### config.mk
export PLATFORM = sky130hd
export DESIGN_NAME = vga_window_scaler
export DESIGN_NICKNAME = d
export VERILOG_FILES = /design/src/rtl/vga_window_scaler.sv
export SDC_FILE = /design/constraint.sdc
export NUM_CORES = 1
export LEC_CHECK = 0
export CAP_MARGIN = 20
export CORE_UTILIZATION = 40
export DETAILED_ROUTE_END_ITERATION = 10
export HOLD_SLACK_MARGIN = 0.08
export PLACE_DENSITY = 0.67
export SLEW_MARGIN = 20
export SYNTH_ARGS = -nofsm -noshare
export SYNTH_HDL_FRONTEND = slang
export SYNTH_SLANG_ARGS = --single-unit
### constraint.sdc
create_clock -name pixel_clk -period 4.1 [get_ports pixel_clk]
set_input_delay 1.025 -clock pixel_clk [delete_from_list [all_inputs] [get_ports pixel_clk]]
set_output_delay 1.025 -clock pixel_clk [all_outputs]
set_load 0.03 [all_outputs]
### src/rtl/vga_window_scaler.sv
// VGA-style timing generator that integer-scales a BRAM framebuffer into a window
// of the active area, with every output delayed to line up with the returned pixel.
module vga_window_scaler #(
    parameter int          H_ACTIVE   = 640,
    parameter int          H_FP       = 16,
    parameter int          H_SYNC     = 96,
    parameter int          H_BP       = 48,
    parameter int          V_ACTIVE   = 480,
    parameter int          V_FP       = 10,
    parameter int          V_SYNC     = 2,
    parameter int          V_BP       = 33,
    parameter int          SRC_W      = 256,
    parameter int          SRC_H      = 192,
    parameter int          SCALE      = 2,
    parameter int          WIN_X0     = 64,
    parameter int          WIN_Y0     = 48,
    parameter int          RD_LAT     = 2,
    parameter logic [17:0] BORDER_RGB = 18'h0,
    localparam int         ADDR_W     = $clog2(SRC_W * SRC_H)
) (
    input  logic              pixel_clk,
    input  logic              reset,
    output logic              hs,
    output logic              vs,
    output logic              active_nblank,
    output logic              sync,
    output logic [9:0]        drawX,
    output logic [9:0]        drawY,
    output logic              frame_start,
    output logic [ADDR_W-1:0] bram_addr,
    output logic              bram_rd_en,
    input  logic [17:0]       bram_rdata,
    output logic [5:0]        red,
    output logic [5:0]        green,
    output logic [5:0]        blue
);

    localparam int L    = RD_LAT + 2;
    localparam int HT   = H_ACTIVE + H_FP + H_SYNC + H_BP;
    localparam int VT   = V_ACTIVE + V_FP + V_SYNC + V_BP;
    localparam int AW1  = ADDR_W + 1;
    localparam int PH_W = (SCALE > 1) ? $clog2(SCALE) : 1;

    localparam logic [9:0] HT_M1 = 10'(HT - 1);
    localparam logic [9:0] VT_M1 = 10'(VT - 1);
    localparam logic [9:0] HA    = 10'(H_ACTIVE);
    localparam logic [9:0] VA    = 10'(V_ACTIVE);
    localparam logic [9:0] HS0   = 10'(H_ACTIVE + H_FP);
    localparam logic [9:0] HS1   = 10'(H_ACTIVE + H_FP + H_SYNC);
    localparam logic [9:0] VS0   = 10'(V_ACTIVE + V_FP);
    localparam logic [9:0] VS1   = 10'(V_ACTIVE + V_FP + V_SYNC);
    localparam logic [9:0] WX0   = 10'(WIN_X0);
    localparam logic [9:0] WX1   = 10'(WIN_X0 + SRC_W * SCALE);
    localparam logic [9:0] WY0   = 10'(WIN_Y0);
    localparam logic [9:0] WY1   = 10'(WIN_Y0 + SRC_H * SCALE);
    localparam logic [PH_W-1:0] PH_LAST = PH_W'(SCALE - 1);

    if ((WIN_X0 + SRC_W * SCALE > H_ACTIVE) || (WIN_Y0 + SRC_H * SCALE > V_ACTIVE) ||
        (SCALE < 1) || (RD_LAT < 1)) begin : g_bad_geometry
        $error("vga_window_scaler: window does not fit the active area or bad SCALE/RD_LAT");
    end

    logic [9:0]      hc, vc, hc_next, vc_next;
    logic            hc_last;
    logic            x_on, y_on, in_win;
    logic [AW1-1:0]  src_x, row_base, addr_full;
    logic [PH_W-1:0] x_phase, y_phase;

    assign hc_last   = (hc == HT_M1);
    assign hc_next   = hc_last ? 10'd0 : hc + 10'd1;
    assign vc_next   = hc_last ? ((vc == VT_M1) ? 10'd0 : vc + 10'd1) : vc;
    assign in_win    = x_on && y_on;
    assign addr_full = row_base + src_x;

    // x_on / y_on are window flags kept aligned with hc / vc by looking one step ahead.
    always_ff @(posedge pixel_clk) begin
        if (reset) begin
            hc       <= '0;
            vc       <= '0;
            x_on     <= (WX0 == 10'd0);
            y_on     <= (WY0 == 10'd0);
            src_x    <= '0;
            x_phase  <= '0;
            row_base <= '0;
            y_phase  <= '0;
        end else begin
            hc <= hc_next;
            vc <= vc_next;

            if (hc_next == WX0)      x_on <= 1'b1;
            else if (hc_next == WX1) x_on <= 1'b0;

            if (hc_next == WX0) begin
                src_x   <= '0;
                x_phase <= '0;
            end else if (x_on) begin
                if (x_phase == PH_LAST) begin
                    x_phase <= '0;
                    src_x   <= src_x + AW1'(1);
                end else begin
                    x_phase <= x_phase + PH_W'(1);
                end
            end

            if (hc_last) begin
                if (vc_next == WY0)      y_on <= 1'b1;
                else if (vc_next == WY1) y_on <= 1'b0;

                // Row base advances by SRC_W every SCALE window lines; frame top restarts it.
                if (vc_next == 10'd0) begin
                    row_base <= '0;
                    y_phase  <= '0;
                end else if (y_on) begin
                    if (y_phase == PH_LAST) begin
                        y_phase  <= '0;
                        row_base <= row_base + AW1'(SRC_W);
                    end else begin
                        y_phase <= y_phase + PH_W'(1);
                    end
                end
            end
        end
    end

    logic       hs_raw, vs_raw, act_raw, fs_raw;
    logic [L-1:0] hs_d, vs_d, act_d, win_d, fs_d;
    logic [9:0] dx_d [L];
    logic [9:0] dy_d [L];
    logic [17:0] rgb_q;

    assign hs_raw  = !((hc >= HS0) && (hc < HS1));
    assign vs_raw  = !((vc >= VS0) && (vc < VS1));
    assign act_raw = (hc < HA) && (vc < VA);
    assign fs_raw  = (hc == 10'd0) && (vc == 10'd0);

    // Stage 0 of the delay line is the cycle the address is presented; data for
    // that pixel is on bram_rdata while its flags sit in stage L-2.
    always_ff @(posedge pixel_clk) begin
        if (reset) begin
            bram_addr  <= '0;
            bram_rd_en <= 1'b0;
            hs_d       <= '1;
            vs_d       <= '1;
            act_d      <= '0;
            win_d      <= '0;
            fs_d       <= '0;
            rgb_q      <= '0;
            for (int k = 0; k < L; k++) begin
                dx_d[k] <= '0;
                dy_d[k] <= '0;
            end
        end else begin
            bram_rd_en <= in_win;
            if (in_win) bram_addr <= addr_full[ADDR_W-1:0];
            hs_d  <= {hs_d[L-2:0], hs_raw};
            vs_d  <= {vs_d[L-2:0], vs_raw};
            act_d <= {act_d[L-2:0], act_raw};
            win_d <= {win_d[L-2:0], in_win};
            fs_d  <= {fs_d[L-2:0], fs_raw};
            dx_d[0] <= hc;
            dy_d[0] <= vc;
            for (int k = 1; k < L; k++) begin
                dx_d[k] <= dx_d[k-1];
                dy_d[k] <= dy_d[k-1];
            end
            if (!act_d[L-2])     rgb_q <= '0;
            else if (win_d[L-2]) rgb_q <= bram_rdata;
            else                 rgb_q <= BORDER_RGB;
        end
    end

    assign hs            = hs_d[L-1];
    assign vs            = vs_d[L-1];
    assign active_nblank = act_d[L-1];
    assign frame_start   = fs_d[L-1];
    assign drawX         = dx_d[L-1];
    assign drawY         = dy_d[L-1];
    assign sync          = 1'b0;
    assign {red, green, blue} = rgb_q;

endmodule

==> results.tsv <==
metric	value	unit
status	complete, no violations	
root buffer cell	clkbuf_16	
worst slack at placement	0.955	ns
Layout Nets	750	
Setup TNS Final	0	ns
Pleak	0.00304	µW
Design Power	3490	µW
Placed Instances	908	
die height	129	µm
Non-Filler Cell Area, Final	7930	µm²
GRT Total Usage	0.153	
# DRC	0	
ANT nets after route	0	
IO Pins	80	
largest net degree at the start of global routing	70	
Setup Buffers After CTS	0	
most common cell after layout, fill and taps aside	dfxtp_1	
Hold Vio Cnt, Final	0	
Clock power frac	0.471	
Hold WC Path Type	reg2reg	
die area	16600	µm²
Placer Congestion	0.840	
TritonCTS buffer count	17	
Final Max Slew Viols	0	
core area	15400	µm²
FF-to-FF path depth	7	
post-synthesis sequential area ratio	0.563	
n_diodes	0	
most frequent cells in the layout	dfxtp_1 (181), nor2b_1 (87), clkdlybuf4s50_1 (77)	
Max FO, Critical Path	18	
Logic pwr share	0.019	
CTS resizes	0	
EDFF count, synth	0	
synthesized area	6430	µm²
sequential power share	0.509	
Mapped Cells	657	
IR drop worst, VDD	0.257	mV
crit path launch type	register	
slack of the critical path	0.923	ns
hold buffers post-CTS	0	
hold path depth	1	
unrepaired setup endpoints after global routing	false	
H-tree levels	4	
vias per cell	4.78	
Synth cell types	51	
Hold Crit Endpoint	hs_d[2]	
pwr dens	440	nW/µm²
first-pass GRT wire length	20000	µm
Clk Latency, worst-skew pair	0.42	ns
FFs w/ async S/R, synth	0	
Worst-Margin Slew	0.970	ns
Switching Share	0.211	
First DRT Iteration DRCs	196	
Final period util	0.775	
sw power	734	µW
clk slew on worst S/H paths	0.07	ns
Port Buffer Count	78	
WL per Instance	12.6	µm
final wirelength	11800	µm
crit end category	register	
die width	129	µm
clock buffer depth	2	
syn nets	691	
Worst Clk Skew	0.00826	ns
Detail Placement HPWL	7890	µm
Pint	2750	µW
reg2reg setup slack	0.92	ns
CTS sink cnt	181	
Row Count	45	
initial antenna violation count	0	
1st-pass router iterations	4	
share of layout cells above drive strength 1	0.0686	
Initial Util	0.417	
Vias	4496	
Synth Flop Type	dfxtp_1	
Worst Path Arrival	3.49	ns
CTS tree	yes	
number of global-route vias before repair	4280	
Max Fclk	315	MHz
global route overflow	0	
Max Cap Viol	0	
headroom to the max-slew limit	0.352	
area delta synth->final	23.3	%
WP data required	4.41	ns
yosys warns	0	
Synth Register Bits	181	
Avg Inst Size Synth	9.79	µm²
Reg-to-Reg Start	hc[5]	
Post-Layout Cell Count	940	
critical path class	reg2reg	
dpl cell area	7320	µm²
Tmin final	3.18	ns
Hold Startpoint	hs_d[1]	
FF-to-FF End	row_base[12]	
Setup-failing EPs final	0	
[critical path, stage by stage (launching register included)]
cell and delay (ns):
dfxtp_1 0.41, or4b_4 0.61, or3_1 0.63, o31ai_1 0.38, o211ai_1 0.17, a2111oi_2 0.52, a21o_2 0.27, nor2_1 0.07
[state kept, by name, indices dropped and copies added (netlist names), 8 cells and up]
name / count
src_x: 16
vc: 10
row_base: 8
rgb_q: 18
hc: 10
dx_d: 40
dy_d: 40
bram_addr: 16
[layout make-up]
type                    count  area [µm²]
inverters                   7        26.3
well taps                 211         264
clock inverters            12         151
multi-input cells         428        2610
flip-flops and latches    181        3620
clock buffers              20         457
fillers                  1411        7500
repair buffers             81         801
[power by group through the flow]
stage	Clock (µW)	Sequential, µW	Combinational, µW
floorplan	0	1810	40.9
global placement	0	1820	66.9
detailed placement	0	1820	68.3
CTS	1690	1780	68.5
global route	1780	1780	74.2
finish	1640	1780	67.5
[routing by layer]
layer  GRT usage  vias to the layer above  share of wire
met5           0                        -              0
met2       0.254                      109           0.48
met4      0.0824                        0          0.021
li1            -                     2295              -
met3      0.0374                       16          0.041
met1       0.183                     2076           0.46
[worst max-delay path by stage]
| stage | from | endpoint | slack [ns] | depth (start not counted) |
|---|---|---|---|---|
| final | hc[5] | row_base[12] | 0.92 | 7 |
| after floorplan | vc[0] | y_on | 1.28 | 10 |
| after global placement | hc[5] | row_base[14] | 0.99 | 7 |
| after detailed placement | hc[5] | row_base[12] | 0.96 | 7 |
| after CTS | hc[5] | row_base[12] | 0.93 | 7 |
| after global routing | hc[5] | row_base[12] | 0.67 | 7 |
[per-stage QoR]
| step | hold WS [ns] | util |
|---|---|---|
| final | 0.407 | 0.514 |
| after global routing | 0.425 | 0.514 |
| after CTS | 0.409 | 0.514 |
| after detailed placement | 0.393 | 0.475 |
| after global placement | 0.395 | 0.475 |
| after floorplan | 0.389 | - |
[synth_stat cells (2+ instances only)]
cell | instances | area, µm²
nor4b_1 | 2 | 17.5
or4_1 | 6 | 45.0
nand3b_1 | 4 | 30.0
and2_1 | 5 | 31.3
inv_1 | 7 | 26.3
o211ai_1 | 3 | 22.5
or2_2 | 8 | 50.1
clkbuf_1 | 31 | 116
and3_1 | 24 | 150
nand2_1 | 50 | 188
nand4_1 | 12 | 75.1
a211oi_1 | 4 | 30.0
nor2b_1 | 87 | 544
o2111ai_1 | 2 | 17.5
buf_6 | 2 | 22.5
xnor2_1 | 17 | 149
nand2b_1 | 5 | 31.3
or4b_2 | 2 | 20.0
o21ai_0 | 9 | 45.0
buf_1 | 4 | 15.0
a21o_1 | 4 | 30.0
o21a_1 | 2 | 15.0
dfxtp_1 | 181 | 3620
ha_1 | 14 | 175
nor2_1 | 63 | 236
a31oi_1 | 2 | 12.5
and4_1 | 2 | 17.5
nor3_1 | 13 | 65.1
a21oi_1 | 23 | 115
o31ai_1 | 3 | 22.5
a22oi_1 | 3 | 22.5
buf_2 | 3 | 15.0
xor2_1 | 21 | 184
nand3_1 | 22 | 110
[logic make-up after synthesis]
group	synth area share
adder cells (fa/ha/maj)	0.0272
multiplexers	0.00156
AO/OA/AOI/OAI	0.0655
other	0.000583
XOR/XNOR	0.0517
flip-flops	0.563
AND/OR/NAND/NOR	0.259
buffers and inverters	0.0315
No activity file was read; power rests on OpenSTA's default activity.
